`src/rtl/jtag_pkg.sv`:
```
// jtag_pkg: shared definitions for the JTAG host engine.
//   - command op encodings carried on cmd_op
//   - host FSM state encoding
//   - TMS=1 run length of the TAP reset sequence
//   - scan length normalisation helper
package jtag_pkg;

  typedef enum logic [1:0] {
    OP_RESET = 2'd0,
    OP_IR    = 2'd1,
    OP_DR    = 2'd2,
    OP_NOP   = 2'd3
  } jtag_op_e;

  typedef enum logic [3:0] {
    IDLE,
    RESET_SEQ,
    SEL,
    CAP,
    ENTER,
    SHIFT,
    UPD,
    RTI,
    IDLE_WAIT
  } host_state_e;

  localparam int unsigned RESET_TMS_CYCLES = 5;

  // Zero-length scans shift one bit; oversize scans stop at max_len.
  function automatic int unsigned clamp_len(input int unsigned len,
                                            input int unsigned max_len);
    if (len == 0) begin
      return 1;
    end else if (len > max_len) begin
      return max_len;
    end else begin
      return len;
    end
  endfunction

endpackage

```
`src/rtl/jtag_tck_gen.sv`:
```
// jtag_tck_gen: TCK divider for the JTAG host.
//   CLK, rst    : system clock, synchronous active-high reset
//   en          : run the divider; when low TCK is held low and the count at 0
//   tck         : registered JTAG clock, low for CLK_DIV CLKs then high for CLK_DIV
//   tck_rise_c  : high in the CLK cycle whose closing edge raises TCK
//   tck_fall_c  : high in the CLK cycle whose closing edge drops TCK
module jtag_tck_gen #(
  parameter int unsigned CLK_DIV = 4
) (
  input  logic CLK,
  input  logic rst,
  input  logic en,
  output logic tck,
  output logic tck_rise_c,
  output logic tck_fall_c
);

  localparam int unsigned DIV_W = (CLK_DIV > 1) ? $clog2(CLK_DIV) : 1;
  localparam logic [DIV_W-1:0] DIV_LAST = DIV_W'(CLK_DIV - 1);

  logic [DIV_W-1:0] div_q;
  logic             wrap_c;

  assign wrap_c     = en && (div_q == DIV_LAST);
  assign tck_rise_c = wrap_c && !tck;
  assign tck_fall_c = wrap_c && tck;

  // Half-period counter; TCK toggles each time it wraps.
  always_ff @(posedge CLK) begin
    if (rst || !en) begin
      div_q <= '0;
      tck   <= 1'b0;
    end else if (wrap_c) begin
      div_q <= '0;
      tck   <= ~tck;
    end else begin
      div_q <= div_q + DIV_W'(1);
    end
  end

endmodule

```
`src/rtl/jtag_host.sv`:
```
// jtag_host: master-side JTAG engine. Takes one command at a time (TAP reset,
// IR scan, DR scan), walks the TAP from Run-Test/Idle and back, and returns
// the TDO bits captured during Shift.
//   CLK, rst                    : system clock, synchronous active-high reset
//   cmd_valid/cmd_ready         : command handshake
//   cmd_op/cmd_len/cmd_data     : op, scan length, bits to shift (LSB first)
//   cmd_idle                    : extra Run-Test/Idle TCKs (JTAG_HOST_IDLE_EN only)
//   rsp_valid/rsp_data          : completion pulse, captured bits (first in bit 0)
//   TCK/TMS/TDI/TDO             : JTAG pins
// Optional feature macro: JTAG_HOST_IDLE_EN.
module jtag_host
  import jtag_pkg::*;
#(
  parameter int unsigned MAX_LEN = 32,
  parameter int unsigned LEN_W   = 6,
  parameter int unsigned CLK_DIV = 4
) (
  input  logic               CLK,
  input  logic               rst,
  input  logic               cmd_valid,
  output logic               cmd_ready,
  input  logic [1:0]         cmd_op,
  input  logic [LEN_W-1:0]   cmd_len,
  input  logic [MAX_LEN-1:0] cmd_data,
`ifdef JTAG_HOST_IDLE_EN
  input  logic [7:0]         cmd_idle,
`endif
  output logic               rsp_valid,
  output logic [MAX_LEN-1:0] rsp_data,
  output logic               TCK,
  output logic               TMS,
  output logic               TDI,
  input  logic               TDO
);

  // Per-state TCK counter must cover scan length, IR select and idle count.
  localparam int unsigned CNT_W = (LEN_W > 8) ? LEN_W : 8;

  host_state_e        state_q, state_d;
  logic [CNT_W-1:0]   bit_cnt_q, bit_cnt_d;
  logic [LEN_W-1:0]   len_q, len_d;
  logic               is_ir_q, is_ir_d;
  logic               rst_rsp_q, rst_rsp_d;
  logic [MAX_LEN-1:0] data_q, data_d;
  logic [MAX_LEN-1:0] cap_q, cap_d;
  logic [MAX_LEN-1:0] mask_q, mask_d;
  logic               tms_q, tms_d;
  logic               tdi_q, tdi_d;
  logic               cmd_ready_q, cmd_ready_d;
  logic               rsp_valid_q, rsp_valid_d;
  logic [MAX_LEN-1:0] rsp_data_q, rsp_data_d;
`ifdef JTAG_HOST_IDLE_EN
  logic [7:0]         idle_q, idle_d;
`endif

  logic               tck_en_c;
  logic               tck_rise_c;
  logic               tck_fall_c;
  logic               done_c;
  logic [LEN_W-1:0]   len_eff_c;
  logic [CNT_W-1:0]   last_bit_c;
  logic [MAX_LEN-1:0] data_sh_c;

  assign tck_en_c   = (state_q != IDLE);
  assign len_eff_c  = LEN_W'(clamp_len(32'(cmd_len), MAX_LEN));
  assign last_bit_c = CNT_W'(len_q - LEN_W'(1));
  assign data_sh_c  = data_q >> 1;

  jtag_tck_gen #(
    .CLK_DIV    (CLK_DIV)
  ) u_tck_gen (
    .CLK        (CLK),
    .rst        (rst),
    .en         (tck_en_c),
    .tck        (TCK),
    .tck_rise_c (tck_rise_c),
    .tck_fall_c (tck_fall_c)
  );

  // Next-state and next-output logic; the FSM moves only on TCK falling edges.
  always_comb begin
    state_d     = state_q;
    bit_cnt_d   = bit_cnt_q;
    len_d       = len_q;
    is_ir_d     = is_ir_q;
    rst_rsp_d   = rst_rsp_q;
    data_d      = data_q;
    cap_d       = cap_q;
    mask_d      = mask_q;
    tms_d       = tms_q;
    tdi_d       = tdi_q;
    cmd_ready_d = cmd_ready_q;
    rsp_valid_d = 1'b0;
    rsp_data_d  = rsp_data_q;
`ifdef JTAG_HOST_IDLE_EN
    idle_d      = idle_q;
`endif
    done_c      = 1'b0;

    case (state_q)
      IDLE: begin
        cmd_ready_d = 1'b1;
        if (cmd_valid && cmd_ready_q) begin
          cmd_ready_d = 1'b0;
          len_d       = len_eff_c;
          data_d      = cmd_data;
          cap_d       = '0;
          mask_d      = MAX_LEN'(1);
          bit_cnt_d   = '0;
          is_ir_d     = (cmd_op == OP_IR);
`ifdef JTAG_HOST_IDLE_EN
          idle_d      = cmd_idle;
`endif
          case (jtag_op_e'(cmd_op))
            OP_RESET: begin
              state_d   = RESET_SEQ;
              tms_d     = 1'b1;
              rst_rsp_d = 1'b1;
            end
            OP_IR, OP_DR: begin
              state_d = SEL;
              tms_d   = 1'b1;
            end
            default: begin
              rsp_valid_d = 1'b1;
              rsp_data_d  = '0;
            end
          endcase
        end
      end

      // Five TMS=1 TCKs reach Test-Logic-Reset, one TMS=0 lands in Run-Test/Idle.
      RESET_SEQ: begin
        if (tck_fall_c) begin
          if (bit_cnt_q == CNT_W'(RESET_TMS_CYCLES)) begin
            if (rst_rsp_q) begin
              done_c    = 1'b1;
              rst_rsp_d = 1'b0;
            end else begin
              state_d     = IDLE;
              cmd_ready_d = 1'b1;
            end
          end else begin
            bit_cnt_d = bit_cnt_q + CNT_W'(1);
            tms_d     = (bit_cnt_q < CNT_W'(RESET_TMS_CYCLES - 1));
          end
        end
      end

      // IR scans pass through Select-DR then Select-IR, so hold TMS=1 twice.
      SEL: begin
        if (tck_fall_c) begin
          if (is_ir_q && (bit_cnt_q == '0)) begin
            bit_cnt_d = CNT_W'(1);
          end else begin
            state_d   = CAP;
            tms_d     = 1'b0;
            bit_cnt_d = '0;
          end
        end
      end

      CAP: begin
        if (tck_fall_c) begin
          state_d = ENTER;
        end
      end

      ENTER: begin
        if (tck_fall_c) begin
          state_d   = SHIFT;
          bit_cnt_d = '0;
          tdi_d     = data_q[0];
          tms_d     = (len_q == LEN_W'(1));
        end
      end

      // One capture per rising TCK; the last bit carries TMS=1 into Exit1.
      SHIFT: begin
        if (tck_rise_c) begin
          if (TDO) begin
            cap_d = cap_q | mask_q;
          end
          mask_d = mask_q << 1;
        end
        if (tck_fall_c) begin
          if (bit_cnt_q == last_bit_c) begin
            state_d = UPD;
            tms_d   = 1'b1;
            tdi_d   = 1'b0;
          end else begin
            bit_cnt_d = bit_cnt_q + CNT_W'(1);
            data_d    = data_sh_c;
            tdi_d     = data_sh_c[0];
            tms_d     = ((bit_cnt_q + CNT_W'(1)) == last_bit_c);
          end
        end
      end

      UPD: begin
        if (tck_fall_c) begin
          state_d = RTI;
          tms_d   = 1'b0;
        end
      end

      RTI: begin
        if (tck_fall_c) begin
`ifdef JTAG_HOST_IDLE_EN
          if (idle_q != 8'd0) begin
            state_d   = IDLE_WAIT;
            bit_cnt_d = '0;
          end else begin
            done_c = 1'b1;
          end
`else
          done_c = 1'b1;
`endif
        end
      end

`ifdef JTAG_HOST_IDLE_EN
      // Extra Run-Test/Idle TCKs with TMS held low.
      IDLE_WAIT: begin
        if (tck_fall_c) begin
          if (bit_cnt_q == CNT_W'(idle_q - 8'd1)) begin
            done_c = 1'b1;
          end else begin
            bit_cnt_d = bit_cnt_q + CNT_W'(1);
          end
        end
      end
`endif

      default: begin
        state_d = IDLE;
      end
    endcase

    // Completion: back to IDLE with a one-cycle response; ready follows a CLK later.
    if (done_c) begin
      state_d     = IDLE;
      rsp_valid_d = 1'b1;
      rsp_data_d  = cap_q;
      cmd_ready_d = 1'b0;
    end
  end

  // State and output registers.
  always_ff @(posedge CLK) begin
    if (rst) begin
      state_q     <= RESET_SEQ;
      bit_cnt_q   <= '0;
      len_q       <= LEN_W'(1);
      is_ir_q     <= 1'b0;
      rst_rsp_q   <= 1'b0;
      data_q      <= '0;
      cap_q       <= '0;
      mask_q      <= MAX_LEN'(1);
      tms_q       <= 1'b1;
      tdi_q       <= 1'b0;
      cmd_ready_q <= 1'b0;
      rsp_valid_q <= 1'b0;
      rsp_data_q  <= '0;
`ifdef JTAG_HOST_IDLE_EN
      idle_q      <= 8'd0;
`endif
    end else begin
      state_q     <= state_d;
      bit_cnt_q   <= bit_cnt_d;
      len_q       <= len_d;
      is_ir_q     <= is_ir_d;
      rst_rsp_q   <= rst_rsp_d;
      data_q      <= data_d;
      cap_q       <= cap_d;
      mask_q      <= mask_d;
      tms_q       <= tms_d;
      tdi_q       <= tdi_d;
      cmd_ready_q <= cmd_ready_d;
      rsp_valid_q <= rsp_valid_d;
      rsp_data_q  <= rsp_data_d;
`ifdef JTAG_HOST_IDLE_EN
      idle_q      <= idle_d;
`endif
    end
  end

  assign cmd_ready = cmd_ready_q;
  assign rsp_valid = rsp_valid_q;
  assign rsp_data  = rsp_data_q;
  assign TMS       = tms_q;
  assign TDI       = tdi_q;

endmodule
```
`config.mk`:
```
export PLATFORM = sky130hd
export DESIGN_NAME = jtag_host
export DESIGN_NICKNAME = d
export VERILOG_FILES = /design/src/rtl/jtag_pkg.sv /design/src/rtl/jtag_tck_gen.sv /design/src/rtl/jtag_host.sv
export SDC_FILE = /design/constraint.sdc
export NUM_CORES = 1
export LEC_CHECK = 0
export ABC_CLOCK_PERIOD_IN_PS = 3350
export BUFFER_PORTS_ARGS = -buffer_cell sky130_fd_sc_hd__buf_2
export CELL_PAD_IN_SITES_DETAIL_PLACEMENT = 0
export CELL_PAD_IN_SITES_GLOBAL_PLACEMENT = 1
export CORE_UTILIZATION = 44
export CTS_CLUSTER_SIZE = 25
export DETAILED_ROUTE_END_ITERATION = 16
export HOLD_SLACK_MARGIN = 0.06
export PLACE_DENSITY = 0.83
export RECOVER_POWER = 25
export REMOVE_ABC_BUFFERS = 1
export SETUP_SLACK_MARGIN = 0.4
export SKIP_CTS_REPAIR_TIMING = 1
export SYNTH_ARGS = -nofsm -noshare
export SYNTH_HDL_FRONTEND = slang
export SYNTH_SLANG_ARGS = --single-unit
```
`constraint.sdc`:
```
create_clock -name CLK -period 3.35 [get_ports CLK]
set_clock_uncertainty 0.15 [all_clocks]
set_input_delay 0.335 -clock CLK [delete_from_list [all_inputs] [get_ports CLK]]
set_output_delay 0.335 -clock CLK [all_outputs]
set_load 0.01 [all_outputs]
```
== Word-level counts from Yosys, hierarchy flattened ==
Index checks and enable logic that the tools add are counted.
Operators by class
  add/sub/neg operators: 3
  muxes and demuxes: 74
  bitwise operators: 3
  div/mod/pow operators: 0
  shift operators: 0
  equal/unequal tests: 46
  reduce and logical (&&, ||, !) cells: 36
  multipliers: 0
  $lt $le $gt $ge: 2
Operators by type and width (count)
  32-bit two-way mux: 12
  32-bit one-hot mux with 2 select lines: 3
  8-bit two-way mux: 7
  4-bit two-way mux: 11
  8-bit one-hot mux with 5 select lines: 1
  2-bit != test (second input constant): 18
  3-bit != test (second input constant): 12
  32-bit bitwise OR: 1
  4-bit one-hot mux with 8 select lines: 1
  1-bit two-way mux: 31
  13-bit AND reduction: 2
  4-bit by 3-bit == test with 1-bit output (second input constant): 4
  8-bit == test: 2
  6-bit two-way mux: 2
  4-bit AND reduction: 3
  10-bit AND reduction: 1
  2-bit nonzero test: 5
  3-bit AND reduction: 3
  8-bit by 1-bit adder with 8-bit output (second input constant): 1
  4-bit by 2-bit == test with 1-bit output (second input constant): 2
  8-bit by 3-bit == test with 1-bit output (second input constant): 1
  8-bit zero test: 1
  8-bit by 3-bit < comparator with 1-bit output (second input constant): 1
  1-bit one-hot mux with 2 select lines: 4
  26 further kinds: 35
Word-level totals
  word-level logic and storage cells: 180
  input port bits: 44
  register bits: 155
  bits in latches: 0
  memory bits (writable): 0
  ROM bits: 0
  memories: 0
  output and inout bits: 37

== Depth between registers and ports, before layout ==
  word-level depth: 7
  gate-level depth with buffers: 10
  mapped depth without buffers: 8

== Hierarchy ==
Synthesis repeated with hierarchy kept, for this count alone.
Unflattened totals
  cells, all modules: 764
  area total of the unflattened synthesis: 6744.0 um^2
By module, submodules not included
  jtag_host: seq. area each 3022.9 um^2, instances 1, cells an instance 752, area each 6626.4 um^2
  jtag_tck_gen: seq. area each 60.1 um^2, instances 1, cells an instance 12, area each 117.6 um^2

== Worst setup path before layout ==
OpenSTA, ideal clock, no wires.
  kind: reg2reg
  from: register bit_cnt_q[3]
  to: register rsp_data_q[3], in the netlist rsp_data[3]
  arrival time: 2057 ps
  slack: 1015 ps
  cell stages (with the launch flop): 11
  path buffers: 4
  clock period less this slack: 2335 ps
  library setup time: 128 ps
  required time: 3072 ps
  path through: dfxtp_1 > buf_6 > or4_1 > buf_2 > o41ai_2 > and4_1 > buf_6 > a21oi_4 > buf_6 > a22oi_2 > nor2_1
On the way
  word-level cells in the longest chain between the ends: 6
  elaborated cells between the ends (all ways): 9
  classes of those cells: eq/ne (2); mux (4); reduce/logical (3)
RTL lines
  start, declared: line jtag_host.sv:40  | logic [CNT_W-1:0] bit_cnt_q, bit_cnt_d;
  start signal, assigned: line jtag_host.sv:270  | bit_cnt_q <= bit_cnt_d;
  8-bit by 3-bit == test with 1-bit output (*): line jtag_host.sv:135  | if (bit_cnt_q == CNT_W'(RESET_TMS_CYCLES)) begin
  1-bit two-way mux (*): line jtag_host.sv:135
  1-bit two-way mux (*): line jtag_host.sv:134  | if (tck_fall_c) begin
  1-bit one-hot mux with 2 select lines (*): line jtag_host.sv:100  | case (state_q)
  2-bit by 1-bit != test with 1-bit output (no line) or 2-bit nonzero test (tied branches)
  3-bit AND reduction (no line)
  end signal, assigned: line jtag_host.sv:281  | rsp_data_q <= rsp_data_d;
  end, declared: line jtag_host.sv:51  | logic [MAX_LEN-1:0] rsp_data_q, rsp_data_d;
Mark *: on every way between the ends. The rest lies on a longest branch, timed or not.
A chain may end at the register's enable or synchronous reset.

== Worst setup path in the final report ==
  from: register bit_cnt_q[3]
  to: register rsp_data_q[0], in the netlist rsp_data[0]
The elaborated chain is that of the path after synthesis.

==> impl_metrics.tcl <==
set metrics [dict create \
    rows 44 \
    path_class "reg -> reg" \
    final_cell_area_mm2 0.00778 \
    arrival_ps 2970 \
    clockRootBuffer "clkbuf_16" \
    cpLargestDelayFamily "simple AND/OR/NAND/NOR gates" \
    clk_pin_slew_worst_paths_ps 70 \
    firstDrtPassIters 5 \
    vias 5675 \
    post_drt_wl_per_cell_um 15.4 \
    combPwrFrac_pct 2.9 \
    reg2reg_to "rsp_data[0]" \
    synthTopCellsByArea "dfxtp_1 (47%), nor2_1 (6.0%), a22oi_2 (5.5%)" \
    antennaDiodeCount 0 \
    cpPeakStageDelay_ps 670 \
    grt_max_degree 81 \
    grt_usage_pct 20.2 \
    finalHoldViolations 0 \
    endpoint_kind "flip-flop" \
    nets 865 \
    fin_crit_sh_pct 82.4 \
    hold_ws_ps 47.1 \
    yosysMostFrequentCell "dfxtp_1" \
    rsz0062_at_grt "false" \
    setup_viol 0 \
    ys_top_cells_by_count "dfxtp_1 (154), nor2_1 (106), nand2_1 (86), a21oi_1 (55), clkbuf_1 (48)" \
    synth.top_cell.area_share_pct 46.8 \
    holdCritStartpoint "cmd_data[6]" \
    drv_cap 0 \
    grt-ovfl-total 0 \
    synth_edf_count 0 \
    syn_area_mm2 0.00659 \
    r2r_setup_slack_ps 590 \
    drt_iter0_markers 479 \
    die_y_um 124 \
    cp_num_cells 6 \
    die_area_mm2 0.0155 \
    cts_tree "yes" \
    placed_cell_area_mm2 0.00701 \
    intPower_mw 2.88 \
    core_area_mm2 0.0146 \
    io_buffers 80 \
    p_seq_share_pct 48.3 \
    clk_path_buf_depth 2 \
    slew_headroom_pct 15.7 \
    start_kind "flip-flop" \
    ys.flop_type "dfxtp_1" \
    cts_htree_levels 4 \
    drive_gt1_share_pct 16.0 \
    yosys_warnings 0 \
    antenna_found_initial 0 \
    status "complete, no violations" \
    powerDensity_mw_per_mm2 490 \
    synth.avg_cell_area_um2 8.84 \
    synth-async-reset-ratio_pct 0 \
    io_pins 81 \
    routed_wl_mm 15.5 \
    drv_slew 0 \
    power_frac_clock_pct 48.8 \
    initial_core_util_pct 45.1 \
    crit_path_start "bit_cnt_q[3]" \
    gp_congestion 0.881 \
    r2r-start "bit_cnt_q[3]" \
    crit_slowest_cell "or4_1" \
    p_sw_uw 932 \
    worst-path-buf-inv 1 \
    ant_nets 0 \
    ir_worst_vdd_uv 355 \
    p_leak_nw 2.76 \
    hpwl_mm 9.58 \
    p_sw_share_pct 24.4 \
    syn_to_final_growth_pct 18.1 \
    reg2regPathDepth 6 \
    fmax_mhz 362 \
    max_slew.worst_pin.slew_ps 1260 \
    cts_made_buffers 17 \
    worst_ep_required_time_ps 3550 \
    die-width_um 124 \
    synth-seq-area-share_pct 46.8 \
    drc 0 \
    endpoint "rsp_data[0]" \
    grt_pass1_wl_mm 26.1 \
    synth-seq-cells 154 \
    viasPerCell 5.63 \
    period_minus_slack_ps 2760 \
    path_cells "or4_1 -> o41ai_2 -> and4_2 -> buf_4 -> a22oi_1 -> nor2_1" \
    crit_path_max_fanout 33 \
    clock-sinks 154 \
    grt_pass1_vias 5365 \
    synth_top_area_cell "dfxtp_1" \
    hold_path.class "in -> reg" \
    synth.distinct_cells 62 \
    synth_cells 745 \
    clk_latency_ps 420 \
]
==> through the flow <==
stage	setup slack (ps)	instances	total power [mW]	setup TNS (ps)	utilization, %
2_1_floorplan	-160	677	1.91	-13660	-
3_5_place_dp	629	954	1.97	0	48.1
6_report	589	1008	3.81	0	53.3
3_3_place_gp	731	954	1.97	0	48.1
5_1_grt	458	1008	3.95	0	53.3
4_1_cts	599	986	3.84	0	52.1
==> metal layers <==
| layer | routed length, um | vias up | global-route usage, % |
|---|---|---|---|
| met2 | 7510 | 146 | 33.2 |
| met3 | 667 | 15 | 3.99 |
| met4 | 140 | 0 | 5.95 |
| met1 | 7220 | 2715 | 26.9 |
| li1 | - | 2799 | - |
| met5 | 0 | - | 0 |
==> power by group through the flow <==
stage,Sequential (mW),Clock [mW],Combinational [mW]
floorplan,1.88,0,0.0270
global placement,1.88,0,0.0896
detailed placement,1.88,0,0.0925
CTS,1.84,1.91,0.0930
global route,1.84,1.99,0.124
finish,1.84,1.86,0.112
==> sequential cells by signal (all words and copies together), names as in the netlist, 2 cells and up <==
| signal | count |
|---|---|
| cap_q | 32 |
| data_q | 32 |
| mask_q | 32 |
| rsp_data | 32 |
| bit_cnt_q | 8 |
| len_q | 6 |
| state_q | 3 |
| u_tck_gen.div_q | 2 |
==> placed cells by master (no fill, tap or decap), types with 4 or more instances in the layout <==
cell / synthesis / layout
a21oi_1: 55 / 55
a22oi_1: 35 / 35
a22oi_2: 29 / 29
a311oi_1: 31 / 31
a31oi_1: 5 / 5
buf_2: 10 / 42
buf_4: 1 / 12
clkbuf_1: 48 / 38
clkbuf_16: 0 / 17
clkinv_8: 0 / 4
dfxtp_1: 154 / 154
dlygate4sd3_1: 0 / 22
ha_1: 10 / 10
inv_1: 12 / 12
nand2_1: 86 / 86
nand2b_1: 5 / 5
nand3_1: 7 / 7
nand3b_1: 7 / 7
nor2_1: 106 / 103
nor3_1: 38 / 38
nor4_1: 5 / 5
o21ai_0: 15 / 15
or4_1: 8 / 8
xnor2_1: 9 / 9
==> worst min path at each step <==
stage	cells after the start	to
5_1_grt	3	data_q[11]
6_report	3	data_q[6]
2_1_floorplan	1	bit_cnt_q[0]
3_5_place_dp	1	u_tck_gen.div_q[0]
3_3_place_gp	1	u_tck_gen.div_q[0]
4_1_cts	3	data_q[31]
==> cells by family after synthesis <==
kind of cell,synth area share [%]
compound gates,23.3
xor+xnor,1.94
fa+ha+maj,1.90
buf+inv,5.72
flops,46.8
mux,0.171
simple gates,20.1
==> area by class of cell <==
| type | count | area [um^2] |
|---|---|---|
| Clock buffer | 17 | 425 |
| Clock inverter | 15 | 161 |
| Fill cell | 1295 | 6810 |
| Inverter | 12 | 45.0 |
| Multi-Input combinational cell | 511 | 3150 |
| Sequential cell | 154 | 3080 |
| Tap cell | 184 | 230 |
| Timing Repair Buffer | 115 | 683 |
==> worst register-to-register path, delay by kind of cell, from the launching register on <==
family / cells / cell delay (ps)
AOI/OAI and AO/OA: 2 / 560
buffers and inverters: 1 / 460
DFF: 1 / 370
and+or+nand+nor: 3 / 1160
No activity file was read; power rests on OpenSTA's default activity.
